===== src/rtl/cnn_pkg.sv =====
// Shared CNN datapath definitions: default widths, accumulator FSM encoding
// and the saturating add used by the partial-sum accumulator.
package cnn_pkg;

  localparam int DEF_PSUM_W = 25;
  localparam int DEF_ACC_W  = 32;
  localparam int DEF_OUT_W  = 8;

  typedef enum logic [1:0] {
    IDLE  = 2'd0,
    ACCUM = 2'd1,
    EMIT  = 2'd2
  } state_t;

  typedef struct packed {
    logic               ovf;
    logic signed [63:0] sum;
  } sat_sum_t;

  // Operands arrive sign-extended to 64 bits; the result is clamped to a signed
  // 'width'-bit range so callers can truncate it without wrapping.
  function automatic sat_sum_t sat_add(input logic signed [63:0] a,
                                       input logic signed [63:0] b,
                                       input int width);
    logic signed [63:0] hi;
    logic signed [63:0] lo;
    logic signed [63:0] raw;
    sat_sum_t           res;
    hi      = (64'sd1 <<< (width - 1)) - 64'sd1;
    lo      = -hi - 64'sd1;
    raw     = a + b;
    res.ovf = 1'b0;
    res.sum = raw;
    if (raw > hi) begin
      res.ovf = 1'b1;
      res.sum = hi;
    end else if (raw < lo) begin
      res.ovf = 1'b1;
      res.sum = lo;
    end
    return res;
  endfunction

endpackage


===== src/rtl/psum_accumulator_if.sv =====
// Partial-sum input stream and requantised output stream of the accumulator.
interface psum_accumulator_if #(
  parameter int PSUM_W = cnn_pkg::DEF_PSUM_W,
  parameter int OUT_W  = cnn_pkg::DEF_OUT_W
) ();

  logic signed [PSUM_W-1:0] psum_in;
  logic                     psum_valid;
  logic                     psum_ready;
  logic signed [OUT_W-1:0]  out_data;
  logic                     out_valid;
  logic                     out_ready;

  modport master (
    output psum_in, psum_valid, out_ready,
    input  psum_ready, out_data, out_valid
  );

  modport slave (
    input  psum_in, psum_valid, out_ready,
    output psum_ready, out_data, out_valid
  );

endinterface


===== src/rtl/psum_requant.sv =====
// Combinational requantiser: round-half-up arithmetic shift, optional ReLU,
// then saturation to the signed output width.
module psum_requant
  import cnn_pkg::*;
#(
  parameter int ACC_W = DEF_ACC_W,
  parameter int OUT_W = DEF_OUT_W
) (
  input  logic signed [ACC_W-1:0] sum,
  input  logic        [4:0]       shift,
  input  logic                    relu,
  output logic signed [OUT_W-1:0] result
);

  localparam logic signed [ACC_W:0] OUT_MAX = (ACC_W+1)'((1 <<< (OUT_W - 1)) - 1);
  localparam logic signed [ACC_W:0] OUT_MIN = (ACC_W+1)'(-(1 <<< (OUT_W - 1)));

  logic signed [ACC_W:0] wide;
  logic signed [ACC_W:0] bias;
  logic signed [ACC_W:0] shifted;

  // One extra bit of headroom keeps the rounding bias from wrapping a
  // near-maximum sum into a negative value.
  always_comb begin
    wide = {sum[ACC_W-1], sum};
    bias = '0;
    if (shift != 5'd0) begin
      bias = (ACC_W+1)'(1) <<< (shift - 5'd1);
    end
    shifted = (wide + bias) >>> shift;
    if (relu && (shifted < 0)) begin
      shifted = '0;
    end
    if (shifted > OUT_MAX) begin
      result = OUT_W'(OUT_MAX);
    end else if (shifted < OUT_MIN) begin
      result = OUT_W'(OUT_MIN);
    end else begin
      result = OUT_W'(shifted);
    end
  end

endmodule


===== src/rtl/psum_accumulator.sv =====
// Accumulates cfg_num_tiles partial sums per output pixel and streams the
// requantised activations toward the ofmap buffer.
module psum_accumulator
  import cnn_pkg::*;
#(
  parameter int PSUM_W = DEF_PSUM_W,
  parameter int ACC_W  = DEF_ACC_W,
  parameter int OUT_W  = DEF_OUT_W
) (
  input  logic              clk,
  input  logic              rst_n,
  input  logic              start,
  input  logic [7:0]        cfg_num_tiles,
  input  logic [15:0]       cfg_num_outputs,
  input  logic [4:0]        cfg_shift,
  input  logic              cfg_relu,
  psum_accumulator_if.slave stream,
  output logic              busy,
  output logic              done,
  output logic              acc_ovf
);

  state_t                   state;
  logic signed [ACC_W-1:0]  acc;
  logic        [7:0]        tile_cnt;
  logic        [15:0]       out_cnt;
  logic        [7:0]        tiles;
  logic        [15:0]       outputs;
  logic        [4:0]        shift;
  logic                     relu;

  logic signed [PSUM_W-1:0] psum_word;
  sat_sum_t                 sat_res;
  logic signed [ACC_W-1:0]  acc_sum;
  logic signed [OUT_W-1:0]  requant_out;
  logic                     accept;
  logic                     handshake;

  assign psum_word = stream.psum_in;
  assign accept    = stream.psum_valid && stream.psum_ready;
  assign handshake = stream.out_valid && stream.out_ready;

  always_comb begin
    sat_res = sat_add(64'(acc), 64'(psum_word), ACC_W);
    acc_sum = ACC_W'(sat_res.sum);
  end

  // The requantiser looks at acc + psum, so the final tile's result is
  // registered on the same edge that accepts it.
  psum_requant #(
    .ACC_W (ACC_W),
    .OUT_W (OUT_W)
  ) u_requant (
    .sum    (acc_sum),
    .shift  (shift),
    .relu   (relu),
    .result (requant_out)
  );

  always_ff @(posedge clk or negedge rst_n) begin
    if (!rst_n) begin
      state             <= IDLE;
      acc               <= '0;
      tile_cnt          <= '0;
      out_cnt           <= '0;
      tiles             <= '0;
      outputs           <= '0;
      shift             <= '0;
      relu              <= 1'b0;
      stream.psum_ready <= 1'b0;
      stream.out_data   <= '0;
      stream.out_valid  <= 1'b0;
      busy              <= 1'b0;
      done              <= 1'b0;
      acc_ovf           <= 1'b0;
    end else begin
      done <= 1'b0;
      case (state)
        IDLE: begin
          if (start) begin
            tiles    <= (cfg_num_tiles == 8'd0) ? 8'd1 : cfg_num_tiles;
            outputs  <= cfg_num_outputs;
            shift    <= cfg_shift;
            relu     <= cfg_relu;
            acc_ovf  <= 1'b0;
            acc      <= '0;
            tile_cnt <= '0;
            out_cnt  <= '0;
            if (cfg_num_outputs == 16'd0) begin
              done <= 1'b1;
            end else begin
              state             <= ACCUM;
              stream.psum_ready <= 1'b1;
              busy              <= 1'b1;
            end
          end
        end

        ACCUM: begin
          if (accept) begin
            if (sat_res.ovf) begin
              acc_ovf <= 1'b1;
            end
            if (tile_cnt == tiles - 8'd1) begin
              stream.out_data   <= requant_out;
              stream.out_valid  <= 1'b1;
              stream.psum_ready <= 1'b0;
              acc               <= '0;
              tile_cnt          <= '0;
              state             <= EMIT;
            end else begin
              acc      <= acc_sum;
              tile_cnt <= tile_cnt + 8'd1;
            end
          end
        end

        EMIT: begin
          if (handshake) begin
            stream.out_valid <= 1'b0;
            if (out_cnt == outputs - 16'd1) begin
              done    <= 1'b1;
              out_cnt <= '0;
              busy    <= 1'b0;
              state   <= IDLE;
            end else begin
              out_cnt           <= out_cnt + 16'd1;
              stream.psum_ready <= 1'b1;
              state             <= ACCUM;
            end
          end
        end

        default: begin
          state             <= IDLE;
          stream.psum_ready <= 1'b0;
          stream.out_valid  <= 1'b0;
          busy              <= 1'b0;
        end
      endcase
    end
  end

endmodule


===== src/flat_wrapper.sv =====
// flat-port wrapper written by rule: the top's interface ports become plain ports
module psum_accumulator_flat import cnn_pkg::*;
#(
  parameter int PSUM_W = DEF_PSUM_W,
  parameter int ACC_W  = DEF_ACC_W,
  parameter int OUT_W  = DEF_OUT_W
)
  (clk, rst_n, start, cfg_num_tiles, cfg_num_outputs, cfg_shift, cfg_relu, busy, done, acc_ovf, stream_psum_in, stream_psum_valid, stream_out_ready, stream_psum_ready, stream_out_data, stream_out_valid);
  psum_accumulator_if #(.PSUM_W(PSUM_W), .OUT_W(OUT_W)) stream_i ();
  input  logic clk;
  input  logic rst_n;
  input  logic start;
  input  logic [7:0] cfg_num_tiles;
  input  logic [15:0] cfg_num_outputs;
  input  logic [4:0] cfg_shift;
  input  logic cfg_relu;
  output logic busy;
  output logic done;
  output logic acc_ovf;
  input wire logic [$bits(stream_i.psum_in)-1:0] stream_psum_in;
  input wire logic [$bits(stream_i.psum_valid)-1:0] stream_psum_valid;
  input wire logic [$bits(stream_i.out_ready)-1:0] stream_out_ready;
  output wire logic [$bits(stream_i.psum_ready)-1:0] stream_psum_ready;
  output wire logic [$bits(stream_i.out_data)-1:0] stream_out_data;
  output wire logic [$bits(stream_i.out_valid)-1:0] stream_out_valid;
  assign stream_i.psum_in = stream_psum_in;
  assign stream_i.psum_valid = stream_psum_valid;
  assign stream_i.out_ready = stream_out_ready;
  assign stream_psum_ready = stream_i.psum_ready;
  assign stream_out_data = stream_i.out_data;
  assign stream_out_valid = stream_i.out_valid;
  psum_accumulator #(.PSUM_W(PSUM_W), .ACC_W(ACC_W), .OUT_W(OUT_W)) u_core (.clk(clk), .rst_n(rst_n), .start(start), .cfg_num_tiles(cfg_num_tiles), .cfg_num_outputs(cfg_num_outputs), .cfg_shift(cfg_shift), .cfg_relu(cfg_relu), .stream(stream_i), .busy(busy), .done(done), .acc_ovf(acc_ovf));
endmodule

===== config.mk =====
export PLATFORM = sky130hd
export DESIGN_NAME = psum_accumulator_flat
export DESIGN_NICKNAME = d
export VERILOG_FILES = /design/src/rtl/cnn_pkg.sv /design/src/rtl/psum_accumulator_if.sv /design/src/rtl/psum_requant.sv /design/src/rtl/psum_accumulator.sv /design/src/flat_wrapper.sv
export SDC_FILE = /design/constraint.sdc
export NUM_CORES = 1
export LEC_CHECK = 0
export CORE_ASPECT_RATIO = 1.5
export CORE_MARGIN = 2
export CORE_UTILIZATION = 30
export DETAILED_ROUTE_END_ITERATION = 8
export GPL_TIMING_DRIVEN = 0
export HOLD_SLACK_MARGIN = 0.03
export PLACE_DENSITY_LB_ADDON = 0.15
export SETUP_SLACK_MARGIN = 0.4
export SKIP_LAST_GASP = 1
export SLEW_MARGIN = 10
export SYNTH_ARGS = -nofsm -noshare
export SYNTH_HDL_FRONTEND = slang
export SYNTH_HIERARCHICAL = 1
export SYNTH_SLANG_ARGS = --single-unit
export TNS_END_PERCENT = 5

===== constraint.sdc =====
create_clock -name clk -period 8.3 [get_ports clk]
set_clock_uncertainty 0.05 [all_clocks]
set_input_delay 0.83 -clock clk [delete_from_list [all_inputs] [get_ports clk]]
set_output_delay 0.83 -clock clk [all_outputs]
set_load 0.005 [all_outputs]

==> impl_summary.md <==
Critical path
The critical path buffer and inverter count is 4. STA classifies the critical path startpoint as an input pin. The class of the most critical setup path is input pin to flip-flop. In this run the worst path has a maximum fanout of 7. The slowest stage of the critical path belongs to the cell sky130_fd_sc_hd__clkdlybuf4s50_1. The cell that appears most often on the critical path is sky130_fd_sc_hd__a211o_1. The first element of the critical path is stream_psum_in[1]. For this run, the slowest stage of the critical path takes between 500 and 600 ps.

The worst setup path is captured at a flip-flop. The family with the most delay on the worst path is compound AO/OA/AOI/OAI gates. The signal arrival time at the worst endpoint is ~7900 ps. The beginning of the worst register-to-register path is u_core/shift[0]. The worst endpoint required time is approximately 8500 ps.

Floorplanning
The initial utilization of the core area, before any placement, comes to between 30% and 40%. In this run the standard cell core region covers about 0.043 mm^2. The die height is approximately 260 um.

The die covers between 0.04 and 0.05 mm^2. In this run the horizontal extent of the chip is 173 um. The number of cell rows is 93. In this run the count of I/O pins placed on the die edge is 73.

Route
Dividing the detail-routed wire length by the instance count gives between 20 and 25 um. For this run, design rule violations remaining after detail routing come to 0. The remaining number of nets flagged by the antenna check after routing is 0. The final routed wirelength across all metal layers is approximately 56 mm.

The DRC marker count from the first detailed-route iteration is 1072. For this block, the via count after detailed routing is about 14k. For this run, the detailed router's first-pass iteration total came to 8. After detailed routing, the number of vias per cell comes to about 5.9.

Place
Once detailed placement completed, the half-perimeter wirelength came to approximately 44 mm. Before CTS, the worst setup slack after placement is -2380 ps. Port buffering added 72 buffers. The number of placed instances, taps included, is ~2.4k. The placer congestion estimate is just under 1.

Layout
The relative area change from synthesis to final layout is 25.3%. The fraction of final layout cells with drive strength greater than 1 is between 10% and 20%. The final layout contains a little under 2k nets. In the layout the commonest cells are 182 x sky130_fd_sc_hd__nor2_1, 177 x sky130_fd_sc_hd__nand2_1, 101 x sky130_fd_sc_hd__dfrtp_1. The final standard cell count with taps included and fillers excluded is about 2.4k. The diode insertion count for antenna repair is 0. The library cell used most frequently in the layout, excluding fill and tap cells, is sky130_fd_sc_hd__nor2_1.

Timing
Based on the critical path, the design can be clocked at up to roughly 0.13 GHz. The worst slew margin relative to its limit is about 34%. The worst hold-check slack is roughly 260 ps. After routing, the total negative slack on setup checks comes to 0 ps. In the post-route analysis, the smallest setup slack over all paths is 583 ps. For the pin with the worst max-slew slack, the measured transition is 993 ps. Setup repair after global routing left no endpoint under its margin. The worst path uses just over 90% of the clock period. The final-report max-slew violation count is 0. The number of endpoints failing setup at the final stage is 0. The number of hold violations in the final report is 0. The worst path needs 7720 ps of the cycle, external delays included.

Global routing
Global routing consumed, over all layers together, roughly a quarter of the routing resources. Entering global routing, the biggest net connects 73 pins. The initial antenna violation count is 1. The first global-routing pass estimated approximately 84 mm of wire. Summed over all layers, the global routing overflow is 0.

The number of global-route vias before repair is between 10k and 15k.

CTS
The CTS clock-pin slew for the worst setup and hold paths is 80 ps. The clock tree synthesis step divided the H-tree into 3 levels. TritonCTS built the clock tree. Clock tree synthesis selected as its root buffer the cell sky130_fd_sc_hd__clkbuf_16. The clock sink count is slightly above 100. The later pin in the worst-skew pair is clocked with a latency of ~380 ps. The clock buffer count from CTS is 9. The maximum number of buffers from clock root to sink is 2.

Synthesis
During synthesis, Yosys emitted a total of 6 warnings. Yosys mapped a number of flops with a built-in enable equal to 0. The net count after synthesis is 1851. For this run, asynchronously set or reset flops after synthesis account for between 90% and 100%. The gate count of the mapped netlist is 1721. The sequential element share of the synthesized area is about 20%. The mean post-synth cell area is between 7 and 8 um^2. After synthesis the cells add up to approximately 0.013 mm^2. The flop and latch count out of synthesis is a little over 100. The commonest register cell after synthesis is sky130_fd_sc_hd__dfrtp_1. Yosys mapped the design onto around 110 distinct sky130hd cell types.

Run
Max-cap violations in this run came to 0.

Status
The flow ran to the end, and the final reports show no timing, DRC or antenna violations.

Min path
The worst min-delay path category is input pin to asynchronous set/reset pin.
## path summary, 6_finish.rpt
kind                                                  end  slack, ps  cells past startpoint
worst max-delay path            u_core/stream.out_data[0]        580                     28
worst min-delay path                    u_core/out_cnt[7]        260                      1
worst max register to register  u_core/stream.out_data[0]        850                     23
worst min register to register              u_core/acc[4]        440                      2
max in group asynchronous                  u_core/acc[16]       7260                      2
min in group clk                            u_core/acc[4]        440                      2
## logic make-up (layout without fill, tap and decap cells)
group	count (synthesis)	count (layout)	share of synthesized area, %
muxes	66	66	6.00
adders and majority gates	70	70	6.90
xor gates and xnor gates	91	91	6.23
AOI/OAI and AO/OA	570	570	30.8
and+or+nand+nor	661	661	25.3
DFF	101	101	19.6
other	1	1	0.0290
buffers and inverters	161	304	5.13
## per-layer routing
layer	vias up	GRT usage, %	share of wire (%)	wire (um)
li1	6773	-	-	-
met1	6957	25.3	38	20800
met2	508	44.5	51	28100
met3	215	3.59	4.2	2360
met4	0	16.0	7.7	4250
met5	-	0	0	0
## layout make-up
type	count	area, um^2
clock buffer	10	229
tap	570	713
fill	4525	26500
multi-input combinational	1459	10700
timing repair buffer	127	1190
inverter	54	203
clock inverter	6	66.3
sequential	101	2530
buffer	107	523
## stage by stage
stage	area, um^2	util (%)
3_3_place_gp	14400	33.6
2_1_floorplan	12900	-
5_1_grt	16200	37.9
6_report	16200	37.9
4_1_cts	15500	36.4
3_5_place_dp	14400	33.7
## synth_stat cells (10+ instances only)
| cell | count | area share (%) |
|---|---|---|
| sky130_fd_sc_hd__nand2_1 | 180 | 5.2 |
| sky130_fd_sc_hd__nor4_1 | 21 | 1.0 |
| sky130_fd_sc_hd__o211a_1 | 14 | 1.1 |
| sky130_fd_sc_hd__a211o_1 | 15 | 1.0 |
| sky130_fd_sc_hd__and3_1 | 18 | 0.87 |
| sky130_fd_sc_hd__buf_1 | 11 | 0.32 |
| sky130_fd_sc_hd__nor3_1 | 44 | 1.7 |
| sky130_fd_sc_hd__xnor2_1 | 50 | 3.4 |
| sky130_fd_sc_hd__o21ai_0 | 115 | 4.5 |
| sky130_fd_sc_hd__a21oi_1 | 117 | 4.5 |
| sky130_fd_sc_hd__mux2_2 | 42 | 3.7 |
| sky130_fd_sc_hd__a21o_1 | 29 | 1.7 |
| sky130_fd_sc_hd__nand4_1 | 42 | 2.0 |
| sky130_fd_sc_hd__o211ai_1 | 45 | 2.6 |
| sky130_fd_sc_hd__a211oi_1 | 31 | 1.8 |
| sky130_fd_sc_hd__dfrtp_1 | 101 | 20 |
| sky130_fd_sc_hd__o22ai_1 | 12 | 0.58 |
| sky130_fd_sc_hd__clkbuf_1 | 69 | 2.0 |
| sky130_fd_sc_hd__nand2b_1 | 17 | 0.82 |
| sky130_fd_sc_hd__or4_1 | 10 | 0.58 |
| sky130_fd_sc_hd__o31ai_1 | 13 | 0.76 |
| sky130_fd_sc_hd__nor2_1 | 195 | 5.7 |
| sky130_fd_sc_hd__or3_1 | 10 | 0.48 |
| sky130_fd_sc_hd__mux2i_1 | 19 | 1.5 |
| sky130_fd_sc_hd__o21a_1 | 18 | 1.0 |
| sky130_fd_sc_hd__a31oi_1 | 18 | 0.87 |
| sky130_fd_sc_hd__nand3_1 | 50 | 1.9 |
| sky130_fd_sc_hd__buf_2 | 20 | 0.77 |
| sky130_fd_sc_hd__xor2_1 | 40 | 2.7 |
| sky130_fd_sc_hd__and4_1 | 13 | 0.88 |
| sky130_fd_sc_hd__and2_1 | 10 | 0.48 |
| sky130_fd_sc_hd__inv_1 | 53 | 1.5 |
| sky130_fd_sc_hd__ha_1 | 68 | 6.6 |
## state kept, by name, summed over array words and instances (netlist names)
name / count
u_core/tile_cnt: 8
u_core/relu: 1
u_core/acc: 32
u_core/acc_ovf: 1
u_core/busy: 1
u_core/done: 1
u_core/out_cnt: 16
u_core/tiles: 8
u_core/outputs: 16
u_core/stream.out_data: 8
u_core/stream.psum_ready: 1
u_core/stream.out_valid: 1
u_core/state: 2
u_core/shift: 5
## timing repair
action / in CTS / in global routing
pin swaps: 37 / 46
cloned: 0 / 1
buffers inserted: 31 / 22
setup endpoints to repair: 8 / 7
gates resized for setup: 139 / 124
hold buffers: 0 / 0
Power is not shown: default switching activity piles up to over one toggle a cycle in this logic, so the estimate is an artifact.
